==> src/rtl/ex_muldiv.sv <==
// Iterative MIPS multiply/divide unit for the EX stage: radix-2 restoring divide and shift-add multiply.
// Define MULDIV_FAST_MUL_EN to compute MULT/MULTU in a single cycle (IDLE->DONE directly).
module ex_muldiv (
  input  logic        clk,
  input  logic        resetn,
  input  logic        start,
  input  logic [1:0]  op,
  input  logic [31:0] A,
  input  logic [31:0] B,
  input  logic        flush,
  output logic        stall,
  output logic        done,
  output logic [31:0] hi,
  output logic [31:0] lo
);

  typedef enum logic [1:0] {
    S_IDLE = 2'd0,
    S_CALC = 2'd1,
    S_DONE = 2'd2
  } state_t;

  state_t      r_state;
  state_t      w_next_fsm;
  state_t      w_next;
  logic [4:0]  r_cnt;
  logic        r_is_div;
  logic        r_neg_q;
  logic        r_neg_r;
  logic        r_b_zero;
  logic [31:0] r_b;
  logic [31:0] r_q;
  logic [31:0] r_rem;

  logic        w_accept;
  logic        w_signed;
  logic        w_a_neg;
  logic        w_b_neg;
  logic [31:0] w_a_mag;
  logic [31:0] w_b_mag;
  logic        w_fast;
  logic        w_last;
  logic [32:0] w_rem_sh;
  logic [32:0] w_diff;
  logic [32:0] w_sum;
  logic [31:0] w_rem_nx;
  logic [31:0] w_q_nx;
  logic [63:0] w_prod;
  logic [63:0] w_prod_s;
  logic [31:0] w_quo;
  logic [31:0] w_rmd;

  assign w_accept = (r_state == S_IDLE) & start & ~flush;
  assign w_signed = ~op[0];
  assign w_a_neg  = w_signed & A[31];
  assign w_b_neg  = w_signed & B[31];
  assign w_a_mag  = w_a_neg ? (32'd0 - A) : A;
  assign w_b_mag  = w_b_neg ? (32'd0 - B) : B;
  assign w_last   = (r_state == S_CALC) & (r_cnt == 5'd31);

`ifdef MULDIV_FAST_MUL_EN
  logic [63:0] w_ax;
  logic [63:0] w_bx;
  logic [63:0] w_fast_prod;
  // Sign-extended 64-bit product: the low 64 bits are the exact two's complement result.
  assign w_ax        = {{32{w_a_neg}}, A};
  assign w_bx        = {{32{w_b_neg}}, B};
  assign w_fast_prod = w_ax * w_bx;
  assign w_fast      = w_accept & ~op[1];
`else
  assign w_fast      = 1'b0;
`endif

  // r_q holds the dividend (divide) or the multiplier (multiply); r_b holds the other operand.
  assign w_rem_sh = {r_rem, r_q[31]};
  assign w_diff   = w_rem_sh - {1'b0, r_b};
  assign w_sum    = {1'b0, r_rem} + (r_q[0] ? {1'b0, r_b} : 33'd0);

  // One radix-2 step of the selected operation
  always_comb begin
    w_rem_nx = r_rem;
    w_q_nx   = r_q;
    if (r_is_div) begin
      w_rem_nx = w_diff[32] ? w_rem_sh[31:0] : w_diff[31:0];
      w_q_nx   = {r_q[30:0], ~w_diff[32]};
    end else begin
      w_rem_nx = w_sum[32:1];
      w_q_nx   = {w_sum[0], r_q[31:1]};
    end
  end

  // Divide by zero yields all-ones quotient; the remainder path naturally returns A.
  assign w_prod   = {w_rem_nx, w_q_nx};
  assign w_prod_s = r_neg_q ? (64'd0 - w_prod) : w_prod;
  assign w_quo    = r_b_zero ? 32'hFFFF_FFFF : (r_neg_q ? (32'd0 - w_q_nx) : w_q_nx);
  assign w_rmd    = r_neg_r ? (32'd0 - w_rem_nx) : w_rem_nx;

  // Next-state logic; flush overrides every transition
  always_comb begin
    w_next_fsm = r_state;
    case (r_state)
      S_IDLE: begin
        if (w_accept) begin
          w_next_fsm = w_fast ? S_DONE : S_CALC;
        end else begin
          w_next_fsm = S_IDLE;
        end
      end
      S_CALC: begin
        if (r_cnt == 5'd31) begin
          w_next_fsm = S_DONE;
        end else begin
          w_next_fsm = S_CALC;
        end
      end
      S_DONE:  w_next_fsm = S_IDLE;
      default: w_next_fsm = S_IDLE;
    endcase
    w_next = flush ? S_IDLE : w_next_fsm;
  end

  // State register
  always_ff @(posedge clk) begin
    if (!resetn) begin
      r_state <= S_IDLE;
    end else begin
      r_state <= w_next;
    end
  end

  // Operand capture and iterative datapath
  always_ff @(posedge clk) begin
    if (!resetn) begin
      r_cnt    <= 5'd0;
      r_is_div <= 1'b0;
      r_neg_q  <= 1'b0;
      r_neg_r  <= 1'b0;
      r_b_zero <= 1'b0;
      r_b      <= 32'd0;
      r_q      <= 32'd0;
      r_rem    <= 32'd0;
    end else if (w_accept) begin
      r_cnt    <= 5'd0;
      r_is_div <= op[1];
      r_neg_q  <= w_a_neg ^ w_b_neg;
      r_neg_r  <= w_a_neg;
      r_b_zero <= (B == 32'd0);
      r_b      <= op[1] ? w_b_mag : w_a_mag;
      r_q      <= op[1] ? w_a_mag : w_b_mag;
      r_rem    <= 32'd0;
    end else if (flush) begin
      r_cnt    <= 5'd0;
    end else if (r_state == S_CALC) begin
      r_cnt    <= r_cnt + 5'd1;
      r_rem    <= w_rem_nx;
      r_q      <= w_q_nx;
    end
  end

  // Result registers, written only on the transition into DONE
  always_ff @(posedge clk) begin
    if (!resetn) begin
      hi <= 32'd0;
      lo <= 32'd0;
    end else if (w_last & ~flush) begin
      hi <= r_is_div ? w_rmd : w_prod_s[63:32];
      lo <= r_is_div ? w_quo : w_prod_s[31:0];
    end
`ifdef MULDIV_FAST_MUL_EN
    else if (w_fast) begin
      hi <= w_fast_prod[63:32];
      lo <= w_fast_prod[31:0];
    end
`endif
  end

  assign stall = w_accept | (r_state == S_CALC);
  assign done  = (r_state == S_DONE);

endmodule

==> config.mk <==
export PLATFORM = sky130hd
export DESIGN_NAME = ex_muldiv
export DESIGN_NICKNAME = d
export VERILOG_FILES = /design/src/rtl/ex_muldiv.sv
export SDC_FILE = /design/constraint.sdc
export NUM_CORES = 1
export LEC_CHECK = 0
export BUFFER_PORTS_ARGS = -buffer_cell sky130_fd_sc_hd__buf_2
export CAP_MARGIN = 20
export CORE_ASPECT_RATIO = 0.5
export CORE_MARGIN = 1.5
export CORE_UTILIZATION = 40
export DETAILED_ROUTE_END_ITERATION = 10
export PLACE_DENSITY = 0.65
export SLEW_MARGIN = 5
export SYNTH_ARGS = -nofsm -noshare
export SYNTH_HDL_FRONTEND = slang
export SYNTH_SLANG_ARGS = --single-unit
export TNS_END_PERCENT = 10
==> constraint.sdc <==
create_clock -name clk -period 6.7 [get_ports clk]
set_input_delay 0.335 -clock clk [delete_from_list [all_inputs] [get_ports clk]]
set_output_delay 0.335 -clock clk [all_outputs]
set_load 0.03 [all_outputs]
==> results.cfg, run 1 <==
[sta]
relSlewSlack_pct = 22.9
rsz0062_at_grt = no
maxSlewViolCount = 0
hold_viol = 0
period_needed_ns = 5.87
setup_viol = 0
fmax_mhz = 170
tns_ns = 0
clock_skew_ns = 0.0116
fin_crit_sh_pct = 87.6
worst_slew_pin_slew_ns = 1.16
setup_ws_ns = 0.827
holdWs_ns = 0.251

[cts]
clockBufferDepth = 2
cts-resized-gates = 0
cts_root_buf = clkbuf_16
h-tree-depth = 4
post_cts_buffers = 0
clk_latency_ns = 0.46
hold_buffers = 0
tritoncts = built
clkTransAtPathRegs_ns = 0.08
cts_buffers = 17
clock_sinks = 171

[pwr]
p_per_area_nw_per_um2 = 181
total_leakage_power_nw = 6.72
vdd_drop_max_uv = 136

[routing]
drt-total-wl_um = 57600
vias = 16400
vias_per_cell = 6.06
dr.pass1.iters = 5
ant_nets = 0
drt-wirelength-per-cell_um = 21.3
drtIter0Drc = 1738
drc_errors = 0

[place]
dp_hpwl_um = 44500
place_congestion = 0.986
numPortBuffers = 135
place_ws_ns = 0.985

[logic_synthesis]
synth_simple_gate_area_share_pct = 24.9
syn-num-nets = 2290
synth_top_family_by_area = compound AO/OA/AOI/OAI gates
async_flop_share_pct = 0
ys_warn_count = 0
synth_xor_area_share_pct = 8.98
synthesis.area_um2 = 15300
yosysSeqAreaShare_pct = 22.4
post_synth.cell_area_avg_um2 = 7.13
synth-compound-area-share_pct = 29.3
synth_ff_type = dfxtp_1
synthCells = 2148
synthAdderAreaFrac_pct = 5.98
synth_seq_cells = 171
ys_types = 97
synth_edf_count = 0
synth.area.mux_share_pct = 3.43

[final_layout]
area_growth_pct = 10.3
final_common_cell = nand2_1
layout_common_cells = nand2_1, a21oi_1, nor2_1
final_util_pct = 45.0
finish.net_count = 2340
drive_above_1_share_pct = 12.2

[critical_path]
worstPathRequired_ns = 7.02
cp_slowest_cell = nor2_2
cpPeakStageDelay_ns = 0.69
crit_chain = inv_1 -> ha_1 -> fa_1 -> nand2b_1 -> a211oi_1 -> o21ai_1 -> a21boi_4 -> nor3_4 -> nor2_2 -> nand2_1 -> o211ai_1 -> a21boi_0 -> ha_1 -> inv_1 -> nor3_4 -> nand2_1 -> o32ai_2 -> a21oi_1 -> o31ai_1 -> xnor2_1 -> a21oi_1
end_kind = flip-flop
worst_setup_path_start_kind = flip-flop
crit_arrival_ns = 6.19
crit_type = flip-flop to flip-flop
crit_path_max_fanout = 19

[floorplan]
die_h_um = 141
fp.dieW_um = 280
row_count = 50
io_pins = 136
die_area_um2 = 39500
initial_utilization_pct = 40.8
fp.coreArea_um2 = 37500

[global_routing]
antenna_found_initial = 1
grt_max_degree = 78
overflow = 0
grt_pass1_vias = 14900
grt_pass1_wl_um = 88100
grt_usage_pct = 28.7

[min_path]
hold_class = primary input to flip-flop

[run]
maxCapViolCount = 0

[run_status]
status = completed
[worst max-delay path, delay by kind of cell (launching register included)]
family | cells | cell delay (ns)
flip-flops | 1 | 0.40
AND/OR/NAND/NOR | 6 | 1.63
AO/OA/AOI/OAI | 9 | 2.49
XOR/XNOR | 1 | 0.15
buffers and inverters | 2 | 0.18
adder cells (fa/ha/maj) | 3 | 0.87
[worst paths after layout]
path                               from  endpoint  slack, ns  cells after the start
worst min-delay path              B[30]  r_b_zero       0.25                      4
worst min register to register    hi[7]     hi[7]       0.45                      2
worst max register to register  r_q[31]    hi[26]       0.83                     21
worst max-delay path            r_q[31]    hi[26]       0.83                     21
[cell type report]
cell class | count | area [um^2]
inverter | 67 | 253
sequential | 171 | 3430
tap | 494 | 618
clock buffer | 17 | 425
multi-input combinational | 1781 | 11100
timing repair buffer | 160 | 863
fill | 3877 | 20600
clock inverter | 15 | 174
antenna | 1 | 2.50
[sequential cells by signal, summed over array words and instances (netlist names)]
register / count
r_neg_r: 1
r_state: 2
r_b_zero: 1
lo: 32
hi: 32
r_q: 32
r_cnt: 5
r_neg_q: 1
r_rem: 32
r_is_div: 1
r_b: 32
[layer usage]
| layer | up-vias | routed length [um] | global-route usage (%) |
|---|---|---|---|
| met1 | 7790 | 26200 | 39.8 |
| met3 | 83 | 3970 | 4.22 |
| met4 | 0 | 1760 | 8.82 |
| met2 | 627 | 25700 | 46.0 |
| met5 | - | 0 | 0 |
| li1 | 7885 | - | - |
[synthesized netlist by cell type (16+ instances only)]
| cell type | n | area, um^2 |
|---|---|---|
| a211oi_1 | 60 | 450 |
| a21oi_1 | 235 | 1180 |
| a31oi_1 | 28 | 175 |
| and2_1 | 46 | 288 |
| and3_1 | 18 | 113 |
| clkbuf_1 | 97 | 364 |
| dfxtp_1 | 171 | 3420 |
| ha_1 | 70 | 876 |
| inv_1 | 66 | 248 |
| mux2i_1 | 42 | 420 |
| nand2_1 | 259 | 972 |
| nand2b_1 | 21 | 131 |
| nand3_1 | 44 | 220 |
| nor2_1 | 196 | 736 |
| nor2b_1 | 16 | 100 |
| nor3_1 | 68 | 340 |
| nor4_1 | 25 | 156 |
| o211ai_1 | 55 | 413 |
| o21ai_0 | 154 | 771 |
| o31ai_1 | 22 | 165 |
| or2_2 | 21 | 131 |
| xnor2_1 | 95 | 832 |
| xor2_1 | 62 | 543 |
[logic make-up after synthesis]
logic type | count (synthesis)
fa+ha+maj | 72
compound gates | 710
buf+inv | 196
simple gates | 791
xor+xnor | 157
mux | 51
flops | 171
[per-stage QoR]
step | std cells | area (um^2) | total power [mW]
finish | 2706 | 16900 | 3.07
global route | 2705 | 16900 | 3.19
CTS | 2705 | 16900 | 3.05
detailed placement | 2673 | 16300 | 2.01
global placement | 2673 | 16300 | 2.01
floorplan | 2148 | 15300 | 1.74
[where the power goes]
group          internal, mW  switching [mW]  total (mW)
combinational         0.321           0.606       0.927
sequential             1.05          0.0429        1.09
clock                 0.532           0.518        1.05
total                  1.90            1.17        3.07
No activity file was read; power rests on OpenSTA's default activity.
==> run 2: changes to the inputs <==
--- a/config.mk
+++ b/config.mk
@@ -9,9 +9,9 @@
 export CAP_MARGIN = 20
 export CORE_ASPECT_RATIO = 0.5
 export CORE_MARGIN = 1.5
-export CORE_UTILIZATION = 40
+export CORE_UTILIZATION = 62
 export DETAILED_ROUTE_END_ITERATION = 10
-export PLACE_DENSITY = 0.65
+export PLACE_DENSITY = 0.91
 export SLEW_MARGIN = 5
 export SYNTH_ARGS = -nofsm -noshare
 export SYNTH_HDL_FRONTEND = slang
==> run 2 against run 1 <==
Against the previous run: largest cell class unchanged; clock skew grew 0.0022 ns; combinational power is essentially flat; critical endpoint is now hi[28]; design area shrank 1.0%.
==> results.cfg, run 2 (synthesis gave the netlist of run 1 again) <==
[run_status]
status = completed

[min_path]
hold_class = primary input to flip-flop
min_from = flush
hold_path_depth = 2
hold_end = r_cnt[2]

[cts]
tritoncts = built
h-tree-depth = 4
clk_latency_ns = 0.47
post_cts_buffers = 0
clockBufferDepth = 2
cts-resized-gates = 0
cts_buffers = 17
clock_sinks = 171
clkTransAtPathRegs_ns = 0.08
cts_root_buf = clkbuf_16
hold_buffers = 0

[place]
place_congestion = 1.07
placed_cells = 2512
place_ws_ns = 1.12
dp_hpwl_um = 40200
numPortBuffers = 135

[sta]
fmax_mhz = 169
clock_skew_ns = 0.0138
tns_ns = 0
setup_ws_ns = 0.778
relSlewSlack_pct = 31.4
maxSlewViolCount = 0
setup_viol = 0
worst_slew_pin_slew_ns = 1.03
hold_viol = 0
rsz0062_at_grt = no
fin_crit_sh_pct = 88.4
period_needed_ns = 5.92

[floorplan]
io_pins = 136
fp.coreArea_um2 = 24100
row_count = 40
die_h_um = 114
die_area_um2 = 25700
initial_utilization_pct = 63.5
fp.dieW_um = 225

[global_routing]
grt_max_degree = 78
grt_pass1_vias = 15500
antenna_found_initial = 2
grt_pass1_wl_um = 82900
grt_usage_pct = 41.4
overflow = 0

[final_layout]
area_growth_pct = 9.24
finish.net_count = 2339
final_cells = 2546
drive_above_1_share_pct = 12.1
final_common_cell = nand2_1
nFillCells = 2056
layout_common_cells = nand2_1, a21oi_1, nor2_1
n_antenna_cell = 0

[routing]
vias = 17100
drt-total-wl_um = 53800
ant_nets = 0
drc_errors = 0
vias_per_cell = 6.73
drtIter0Drc = 2231
dr.pass1.iters = 6
drt-wirelength-per-cell_um = 21.1

[critical_path]
r2r_start = r_q[31]
crit_chain = inv_1 -> ha_1 -> fa_1 -> nand2b_1 -> a211oi_1 -> o21ai_1 -> a21bo_2 -> a21oi_4 -> nor3_2 -> nor2_1 -> ha_1 -> and2_1 -> nand3_1 -> or2_0 -> o21a_1 -> or3_1 -> a211o_1 -> nand2_1 -> nand4b_1 -> nor3b_1 -> o31ai_1
crit_path_max_fanout = 18
crit_arrival_ns = 6.30
r2r_setup_slack_ns = 0.78
r2r_end = hi[28]
reg2reg_depth = 21
worstPathRequired_ns = 7.08
worst_setup_path_start_kind = flip-flop
cp_slowest_cell = a21oi_4
end_kind = flip-flop
cpPeakStageDelay_ns = 0.46
crit_path_frequent_cell = ha_1
crit_type = flip-flop to flip-flop

[pwr]
p_per_area_nw_per_um2 = 182
total_leakage_power_nw = 6.73
vdd_drop_max_uv = 125
power_mw = 3.05

[run]
maxCapViolCount = 0
[run 2: power by group]
part	leakage (nW)	internal, mW	switching, mW
registers	1.39	1.05	0.0443
logic	5.05	0.322	0.604
clock network	0.293	0.502	0.530
total	6.73	1.87	1.18
[run 2: worst max path at each step]
stage | startpoint | to | slack (ns)
final | r_q[31] | hi[28] | 0.78
after global routing | r_q[31] | hi[26] | 0.51
after global placement | r_q[31] | hi[28] | 1.32
after CTS | r_q[31] | hi[16] | 1.04
after detailed placement | r_q[31] | hi[28] | 1.12
after floorplan | r_q[31] | hi[26] | 2.07
[run 2: layer usage]
layer | part of all wire [%] | routed length [um] | up-vias | track usage (%)
met5 | 0.050 | 27 | - | 0
met4 | 4.6 | 2450 | 4 | 20.1
met3 | 12 | 6630 | 194 | 11.6
met2 | 43 | 23200 | 1044 | 64.0
met1 | 40 | 21500 | 7982 | 53.4
li1 | - | - | 7903 | -
[run 2: cell type report]
class                      instances  area (um^2)  area share [%]
clock buffer                      17          425            2.54
clock inverter                    15          178            1.06
multi-input combinational       1781        11100            66.5
timing repair buffer             159          893            5.34
sequential                       171         3430            20.5
inverter                          67          251            1.50
tap                              336          420            2.51
[run 2: worst max-delay path: cells and delay by family, from the launching register on]
family | cells | cell delay [ns]
adders and majority gates | 3 | 0.81
DFF | 1 | 0.38
and+or+nand+nor | 10 | 2.19
buffers and inverters | 1 | 0.10
AOI/OAI and AO/OA | 7 | 2.35
[run 2: through the flow]
stage | area (um^2) | hold WS (ns) | utilization (%)
after floorplan | 15300 | 0.432 | -
after global placement | 16100 | 0.438 | 66.6
after detailed placement | 16100 | 0.443 | 66.6
after CTS | 16700 | 0.152 | 69.1
after global routing | 16700 | 0.172 | 69.3
final | 16700 | 0.151 | 69.3
